$ cat src/rtl/multi_alarm_clock_pkg.sv
// Shared limits, channel state encoding and width helpers for the multi-alarm clock.
package multi_alarm_clock_pkg;

  localparam int SEC_MAX = 59;
  localparam int MIN_MAX = 59;
  localparam int HR_MAX  = 23;

  typedef enum logic [1:0] {
    IDLE    = 2'd0,
    RINGING = 2'd1,
    SNOOZED = 2'd2
  } alarm_state_t;

  // Bits needed to hold 0..max_val.
  function automatic int width_of(input int max_val);
    return (max_val < 1) ? 1 : $clog2(max_val + 1);
  endfunction

  // Bits needed to address n channels, never less than one.
  function automatic int sel_width(input int n);
    return (n > 1) ? $clog2(n) : 1;
  endfunction

endpackage

$ cat src/rtl/alarm_channel.sv
// One alarm channel: alarm time registers, match against the new time of day,
// and the IDLE/RINGING/SNOOZED controller with its snooze and ring countdowns.
module alarm_channel
  import multi_alarm_clock_pkg::*;
#(
  parameter int RING_SEC   = 300,
  parameter int SNOOZE_MIN = 9
) (
  input  logic       clk,
  input  logic       rst_n,
  input  logic       sec_tick,
  input  logic       en,
  input  logic       edit_min,
  input  logic       edit_hr,
  input  logic       fire,
  input  logic [5:0] new_min,
  input  logic [4:0] new_hr,
  input  logic       snooze,
  input  logic       stop,
  output logic [5:0] alarm_min,
  output logic [4:0] alarm_hr,
  output logic [1:0] state_o
);

  localparam int SNZ_TICKS = SNOOZE_MIN * 60;
  localparam int RING_W    = width_of(RING_SEC);
  localparam int SNZ_W     = width_of(SNZ_TICKS);
  localparam logic [RING_W-1:0] RING_LOAD = RING_W'(RING_SEC);
  localparam logic [SNZ_W-1:0]  SNZ_LOAD  = SNZ_W'(SNZ_TICKS);

  alarm_state_t      state_q, state_d;
  logic [5:0]        alarm_min_q, alarm_min_d;
  logic [4:0]        alarm_hr_q, alarm_hr_d;
  logic [RING_W-1:0] ring_cnt_q, ring_cnt_d;
  logic [SNZ_W-1:0]  snz_cnt_q, snz_cnt_d;
  logic              match;

  always_comb begin
    alarm_min_d = alarm_min_q;
    alarm_hr_d  = alarm_hr_q;
    if (edit_min) alarm_min_d = (alarm_min_q == 6'(MIN_MAX)) ? 6'd0 : alarm_min_q + 6'd1;
    if (edit_hr)  alarm_hr_d  = (alarm_hr_q == 5'(HR_MAX)) ? 5'd0 : alarm_hr_q + 5'd1;
  end

  assign match = fire && (new_min == alarm_min_q) && (new_hr == alarm_hr_q);

  // Disarm, edit and STOP all dominate; SNOOZE only matters while ringing.
  always_comb begin
    state_d    = state_q;
    ring_cnt_d = ring_cnt_q;
    snz_cnt_d  = snz_cnt_q;
    if (!en || edit_min || edit_hr || stop) begin
      state_d = IDLE;
    end else begin
      case (state_q)
        IDLE: begin
          if (match) begin
            state_d    = RINGING;
            ring_cnt_d = RING_LOAD;
          end
        end
        RINGING: begin
          if (snooze) begin
            state_d   = SNOOZED;
            snz_cnt_d = SNZ_LOAD;
          end else if (sec_tick) begin
            if (ring_cnt_q == RING_W'(1)) state_d = IDLE;
            ring_cnt_d = ring_cnt_q - RING_W'(1);
          end
        end
        SNOOZED: begin
          if (sec_tick) begin
            snz_cnt_d = snz_cnt_q - SNZ_W'(1);
            if (snz_cnt_q == SNZ_W'(1)) begin
              state_d    = RINGING;
              ring_cnt_d = RING_LOAD;
            end
          end
        end
        default: state_d = IDLE;
      endcase
    end
  end

  always_ff @(posedge clk or negedge rst_n) begin
    if (!rst_n) begin
      state_q     <= IDLE;
      alarm_min_q <= '0;
      alarm_hr_q  <= '0;
      ring_cnt_q  <= '0;
      snz_cnt_q   <= '0;
    end else begin
      state_q     <= state_d;
      alarm_min_q <= alarm_min_d;
      alarm_hr_q  <= alarm_hr_d;
      ring_cnt_q  <= ring_cnt_d;
      snz_cnt_q   <= snz_cnt_d;
    end
  end

  assign alarm_min = alarm_min_q;
  assign alarm_hr  = alarm_hr_q;
  assign state_o   = state_q;

endmodule

$ cat src/rtl/multi_alarm_clock.sv
// 24-hour time-of-day counter with NUM_ALARMS alarm channels, mode decode,
// display mux and buzzer reduction.
module multi_alarm_clock
  import multi_alarm_clock_pkg::SEC_MAX;
  import multi_alarm_clock_pkg::MIN_MAX;
  import multi_alarm_clock_pkg::HR_MAX;
  import multi_alarm_clock_pkg::sel_width;
#(
  parameter int NUM_ALARMS = 4,
  parameter int SNOOZE_MIN = 9,
  parameter int RING_SEC   = 300
) (
  input  logic                              CLK,
  input  logic                              CLR,
  input  logic                              SEC_TICK,
  input  logic                              SETUP_TIME,
  input  logic                              SETUP_ALARM,
  input  logic [sel_width(NUM_ALARMS)-1:0]  ALARM_SEL,
  input  logic                              MIN_ADV,
  input  logic                              HR_ADV,
  input  logic [NUM_ALARMS-1:0]             ALARM_EN,
  input  logic                              SNOOZE,
  input  logic                              STOP,
  output logic [5:0]                        SECONDS,
  output logic [5:0]                        MINUTES,
  output logic [4:0]                        HOURS,
  output logic [5:0]                        DISP_SECONDS,
  output logic [5:0]                        DISP_MINUTES,
  output logic [4:0]                        DISP_HOURS,
  output logic [NUM_ALARMS-1:0]             RINGING,
  output logic [NUM_ALARMS-1:0]             SNOOZED,
  output logic                              BUZZ
);

  localparam int SEL_W = sel_width(NUM_ALARMS);

  logic       time_mode, alarm_mode, fire;
  logic [5:0] sec_q, sec_d, min_q, min_d;
  logic [4:0] hr_q, hr_d;
  logic [5:0] ch_min [NUM_ALARMS];
  logic [4:0] ch_hr [NUM_ALARMS];
  logic [1:0] ch_state [NUM_ALARMS];

  assign time_mode  = SETUP_TIME & ~SETUP_ALARM;
  assign alarm_mode = SETUP_ALARM & ~SETUP_TIME;

  always_comb begin
    sec_d = sec_q;
    min_d = min_q;
    hr_d  = hr_q;
    if (time_mode) begin
      sec_d = 6'd0;
      if (MIN_ADV) min_d = (min_q == 6'(MIN_MAX)) ? 6'd0 : min_q + 6'd1;
      if (HR_ADV)  hr_d  = (hr_q == 5'(HR_MAX)) ? 5'd0 : hr_q + 5'd1;
    end else if (SEC_TICK) begin
      if (sec_q == 6'(SEC_MAX)) begin
        sec_d = 6'd0;
        if (min_q == 6'(MIN_MAX)) begin
          min_d = 6'd0;
          hr_d  = (hr_q == 5'(HR_MAX)) ? 5'd0 : hr_q + 5'd1;
        end else begin
          min_d = min_q + 6'd1;
        end
      end else begin
        sec_d = sec_q + 6'd1;
      end
    end
  end

  // Alarms compare against the time being loaded this cycle, so a match
  // lands on the same edge that shows hh:mm:00.
  assign fire = ~time_mode & SEC_TICK & (sec_d == 6'd0);

  always_ff @(posedge CLK or negedge CLR) begin
    if (!CLR) begin
      sec_q <= '0;
      min_q <= '0;
      hr_q  <= '0;
    end else begin
      sec_q <= sec_d;
      min_q <= min_d;
      hr_q  <= hr_d;
    end
  end

  for (genvar i = 0; i < NUM_ALARMS; i++) begin : g_ch
    logic sel_hit;
    assign sel_hit = alarm_mode && (ALARM_SEL == SEL_W'(i));

    alarm_channel #(
      .RING_SEC   (RING_SEC),
      .SNOOZE_MIN (SNOOZE_MIN)
    ) u_ch (
      .clk       (CLK),
      .rst_n     (CLR),
      .sec_tick  (SEC_TICK),
      .en        (ALARM_EN[i]),
      .edit_min  (sel_hit & MIN_ADV),
      .edit_hr   (sel_hit & HR_ADV),
      .fire      (fire),
      .new_min   (min_d),
      .new_hr    (hr_d),
      .snooze    (SNOOZE),
      .stop      (STOP),
      .alarm_min (ch_min[i]),
      .alarm_hr  (ch_hr[i]),
      .state_o   (ch_state[i])
    );

    assign RINGING[i] = (ch_state[i] == 2'(multi_alarm_clock_pkg::RINGING));
    assign SNOOZED[i] = (ch_state[i] == 2'(multi_alarm_clock_pkg::SNOOZED));
  end

  always_comb begin
    DISP_SECONDS = sec_q;
    DISP_MINUTES = min_q;
    DISP_HOURS   = hr_q;
    if (alarm_mode) begin
      DISP_SECONDS = 6'd0;
      DISP_MINUTES = 6'd0;
      DISP_HOURS   = 5'd0;
      for (int i = 0; i < NUM_ALARMS; i++) begin
        if (ALARM_SEL == SEL_W'(i)) begin
          DISP_MINUTES = ch_min[i];
          DISP_HOURS   = ch_hr[i];
        end
      end
    end
  end

  assign SECONDS = sec_q;
  assign MINUTES = min_q;
  assign HOURS   = hr_q;
  assign BUZZ    = |RINGING;

endmodule

$ cat config.mk
export PLATFORM = sky130hd
export DESIGN_NAME = multi_alarm_clock
export DESIGN_NICKNAME = d
export VERILOG_FILES = /design/src/rtl/multi_alarm_clock_pkg.sv /design/src/rtl/alarm_channel.sv /design/src/rtl/multi_alarm_clock.sv
export SDC_FILE = /design/constraint.sdc
export NUM_CORES = 1
export LEC_CHECK = 0
export CORE_MARGIN = 5
export CORE_UTILIZATION = 45
export CTS_BUF_LIST = sky130_fd_sc_hd__clkbuf_4
export DETAILED_ROUTE_END_ITERATION = 6
export PLACE_DENSITY_LB_ADDON = 0.2
export REMOVE_ABC_BUFFERS = 1
export SYNTH_ARGS = -nofsm -noshare
export SYNTH_HDL_FRONTEND = slang
export SYNTH_SLANG_ARGS = --single-unit
export TNS_END_PERCENT = 20
$ cat constraint.sdc
create_clock -name CLK -period 6.8 [get_ports CLK]
set_input_delay 0.68 -clock CLK [delete_from_list [all_inputs] [get_ports CLK]]
set_output_delay 0.68 -clock CLK [all_outputs]
set_load 0.1 [all_outputs]
# Yosys cells after proc, flatten, opt, wreduce, memory -nomap -nowiden
# Index checks and enable logic that the tools add are counted.
# word_totals
regBits	145
in_bits	15
out_inout_bits	43
word_cells	296
# classes
n_addsub	19
mux	98
reduce_logical	55
bitwise_logic	19
n_eq_ne	82
# ops
operator	n
$mux W9	20
$mux W6	18
$pmux W9 S3	4
$pmux W10 S2	4
$mux W5	15
$mux W2	28
$mux W10	5
$eq A10 B1 Y1 const B	4
$sub A10 B1 Y10 const B	4
$add A6 B1 Y6 const B	6
$eq A6 B6 Y1 const B	6
$eq A9 B1 Y1 const B	4
$sub A9 B1 Y9 const B	4
$ne A2 B2 Y1 const B	16
$reduce_and A7 Y1	4
$add A5 B1 Y5 const B	5
$eq A5 B5 Y1 const B	5
$eq A6 B6 Y1	4
$ne A3 B1 Y1 const B	8
$pmux W2 S3	4
$eq A5 B5 Y1	4
$reduce_and A5 Y1	4
$ne A2 B1 Y1 const B	8
$ne A4 B2 Y1 const B	4
15 further kinds	85

# Longest topological paths before layout
# logic_depth
depth_word	11
ltp_mapped	13
ltp_nobuf	10

# Modules after synthesis
# A second synthesis with hierarchy kept.
# unflattened
hier_cells	947
area_unflattened_um2	9166.3
# modules_own_cells
module	instances	cells_per_inst	area_per_inst_um2	seq_area_each_um2
alarm_channel	4	196	1894.3	800.8
multi_alarm_clock	1	163	1589.0	425.4

# Worst setup path after synthesis
# Ideal clock, no wire load.
# synth_timing
path_kind	flip-flop to output port
start	register hr_q[3], in the netlist HOURS[3]
end	output port DISP_HOURS[3]
required_time_ns	6.120
path_slack_ns	2.576
n_path_buf	1
path_stages_with_launch	4
t_arrival_ns	3.544
path_cell_list	dfrtp_1 -> clkbuf_1 -> inv_1 -> o21ai_0
# synth_via
elab_chain_len	1
# synth_rtl
item	line	source
from (decl)	multi_alarm_clock.sv:39	logic [4:0] hr_q, hr_d;
from (signal assigned)	multi_alarm_clock.sv:82	hr_q <= hr_d;
$mux W5	multi_alarm_clock.sv:118	if (alarm_mode) begin
to (decl)	multi_alarm_clock.sv:29	output logic [4:0] DISP_HOURS,
# No other way between the ends.

# Worst setup path in the final report
# layout_timing
start	input port SEC_TICK
end	register g_ch[1].u_ch.ring_cnt_q[5]
# layout_via
elab_chain_len	8
elab_cells_between_ends	17
# layout_rtl
item	line	source
from (decl)	multi_alarm_clock.sv:15	input logic SEC_TICK,
$mux W6	multi_alarm_clock.sv:55	end else if (SEC_TICK) begin
$mux W6	multi_alarm_clock.sv:51	if (time_mode) begin
$logic_not A6 Y1	multi_alarm_clock.sv:72	assign fire = ~time_mode & SEC_TICK & (sec_d == 6'd0);
$and A1 B1 Y1	multi_alarm_clock.sv:72	
$logic_and A1 B1 Y1 (2 in a row)	alarm_channel.sv:45	assign match = fire && (new_min == alarm_min_q) && (new_hr == alarm_hr_q);
$ne A2 B1 Y1 (no source line)	--	
$reduce_and A7 Y1 (no source line) *	--	
to (signal assigned)	alarm_channel.sv:96	ring_cnt_q <= ring_cnt_d;
to (decl)	alarm_channel.sv:34	logic [RING_W-1:0] ring_cnt_q, ring_cnt_d;
# Every way passes the cells marked *; elsewhere a longest branch is shown, timed or not.
# A chain may end at the register's enable or synchronous reset.

==> flow_summary.toml <==
[route]
ant_nets = 0
drc = 0
vias = 9286
wl_per_cell_um = 18.4
wl_um = 28100
first_pass_iters = 5
avgViaCountPerCell = 6.09
first_iter_violations = 912

[sta]
setup_viol = 0
period_needed_ps = 4560
slew_viol_final = 0
slew_headroom = 0.170
hold_viol_final = 0
rsz0062_at_grt = "false"
fmax_mhz = 219
layout_setup_ws_ps = 2240
setup_tns_ps = 0
fin_worst_skew_ps = 29.2
tightest_slew_ps = 1240
finalCritPeriodShare = 0.671

[cells_and_area]
final_cell_mix = "145 x dfrtp_1, 138 x nand2_1, 92 x nor2_1"
nets = 1285
drive_above_1_share = 0.0677
fillCellCount = 2212
layout_commonest_cell = "dfrtp_1"
syn2layout_area_growth_pct = 9.11
multi_input_area_um2 = 6200
register_area_um2 = 3630

[yosys]
yosys_warnings = 0
synth_top_area_cell = "dfrtp_1"
netlist_top_cells_area = "dfrtp_1 35%, ha_1 5.2%, nand2_1 5.0%"
yosys_register_bits = 145
ys_seq_area_frac = 0.350
synth-edff-count = 0
synth_cell_type_count = 88
synth.cell_area_um2 = 10400
synth_area_per_cell_um2 = 8.52
async_flop_share = 1.00
synth_top_cell_area_share = 0.350
syn_inst = 1216
synthFlopType = "dfrtp_1"

[clocking]
clock_latency_ps = 590
clk_path_buf_depth = 2
cts_tree = "built"
cts_root_buf = "clkbuf_4"
cts.sink_count = 145
cts_resized = 0
post_cts_buffers = 0
clk_pin_slew_worst_paths_ps = 140
cts_buffers = 17
cts_max_level = 4
ctsHoldBuffers = 0

[die]
core_area_um2 = 22600
start_util = 0.458
io_pins = 58
dieArea_um2 = 26200
die_w_um = 162
rows = 55
fp.dieH_um = 162

[placement]
pre_cts_ws_ps = 1630
gp_congestion = 0.950
io_buffers = 57
dp_hpwl_um = 20200

[setup_path]
critical-path-max-stage-delay_ps = 820
crit_path_end_kind = "flip-flop"
cp_data_required_time_ps = 7260
crit_buf_inv = 2
critPathKind = "in2reg"
cp_cell_sequence = "clkdlybuf4s50_1, buf_4, nand2_1, o31ai_2, mux2i_1, xnor2_1, a2111oi_0, nand4_1, o31ai_2, and2_1, a31oi_1"
startpoint_type = "input pin"
cp_max_fo = 15
cp.arrival_ps = 5020
worst_path_most_repeated_cell = "o31ai_2"
cp_top_family = "compound AO/OA/AOI/OAI gates"
cpMaxStageDelayCell = "o31ai_2"

[worst_hold_path]
hold_class = "in2async"

[global_routing]
grt_pass1_vias = 8670
grt_pass1_wl_um = 46100
grt_util_all_layers = 0.217
grt_overflow_total = 0
grt_max_degree = 86
antenna_found_initial = 1

[pwr]
p_sw_mw = 1.58
pwr-share-clk = 0.175
p_sw_frac = 0.490
powerDensity_nw_per_um2 = 285
ir_drop_mv = 0.219
combinationalPowerShare = 0.448
internal-power_mw = 1.64
p_seq_frac = 0.377
power_leakage_nw = 4.74

[run_status]
status = "completed"

[run]
maxCapViolCount = 0
==> cells in the mapped netlist, types with 16 or more instances <==
library cell,count
ha_1,43
o21ai_0,89
nand4_1,36
xor2_1,24
inv_1,56
mux2i_1,17
and2_1,16
nand2b_1,33
nand3_1,47
a31oi_1,29
xnor2_1,29
clkbuf_1,41
nor2_1,92
dfrtp_1,145
nor3_1,33
nand2_1,138
buf_2,19
a21oi_1,56
==> sequential cells by signal, indices dropped and copies added (netlist names) <==
name / cells
g_ch.u_ch.state_o: 8
g_ch.u_ch.alarm_hr: 20
HOURS: 5
g_ch.u_ch.ring_cnt_q: 36
SECONDS: 6
MINUTES: 6
g_ch.u_ch.snz_cnt_q: 40
g_ch.u_ch.alarm_min: 24
==> kinds of logic (layout without fill, tap and decap cells) <==
logic type	after synthesis	in the layout	share of synthesized area
adder cells (fa/ha/maj)	43	43	0.0519
other	0	1	0
buffers and inverters	128	152	0.0512
flip-flops	145	145	0.350
multiplexers	38	38	0.0512
XOR/XNOR	53	53	0.0448
AO/OA/AOI/OAI	308	308	0.198
AND/OR/NAND/NOR	501	501	0.253
==> metrics by stage <==
step                cell area [µm²]   util  total power, mW  hold WS, ps  instances
floorplan                     10000      -             2.22          384       1144
global placement              11000  0.487             2.64          468       1493
detailed placement            11000  0.487             2.65          473       1493
CTS                           11300  0.499             3.22          145       1525
global route                  11300  0.499             3.39          187       1526
finish                        11300  0.499             3.22          133       1526
==> cell type report <==
type	count	area share
Sequential cell	145	0.321
Clock inverter	13	0.0122
Multi-Input combinational cell	943	0.549
Tap cell	285	0.0316
Antenna cell	1	0.000221
Timing Repair Buffer	64	0.0552
Inverter	56	0.0186
Clock buffer	19	0.0126
==> worst register-to-register path, delay by kind of cell, from the launching register on <==
family                   cells  cell delay (ps)
AND/OR/NAND/NOR              3              800
XOR/XNOR                     1              120
AO/OA/AOI/OAI                4             2180
adder cells (fa/ha/maj)      1              270
multiplexers                 1              520
flip-flops                   1              540
==> final timing paths <==
kind                                       startpoint                          to  slack [ps]  cells after the start
setup / recovery                             SEC_TICK  g_ch[1].u_ch.ring_cnt_q[5]        2240                     11
hold / removal                                    CLR   g_ch[0].u_ch.snz_cnt_q[1]         130                      1
setup reg to reg                           SECONDS[1]  g_ch[1].u_ch.ring_cnt_q[5]        2250                     10
hold reg to reg            g_ch[3].u_ch.ring_cnt_q[3]  g_ch[3].u_ch.ring_cnt_q[3]         490                      1
max in group asynchronous                         CLR    g_ch[1].u_ch.alarm_hr[3]        5300                      2
min in group CLK           g_ch[3].u_ch.ring_cnt_q[3]  g_ch[3].u_ch.ring_cnt_q[3]         490                      1
==> metal layers <==
metal	track usage	wire [µm]	vias up
li1	-	-	4456
met1	0.310	13000	4476
met2	0.335	12600	300
met3	0.0403	1830	54
met4	0.0692	640	0
met5	0	0	-
==> power groups by stage <==
| stage | Combinational, mW | Sequential, mW | Clock (mW) |
|---|---|---|---|
| 5_1_grt | 1.53 | 1.23 | 0.621 |
| 3_3_place_gp | 1.42 | 1.22 | 0 |
| 6_report | 1.44 | 1.22 | 0.564 |
| 2_1_floorplan | 0.854 | 1.37 | 0 |
| 4_1_cts | 1.43 | 1.21 | 0.588 |
| 3_5_place_dp | 1.42 | 1.22 | 0 |
Note: power is estimated with default switching activity, not from simulation.
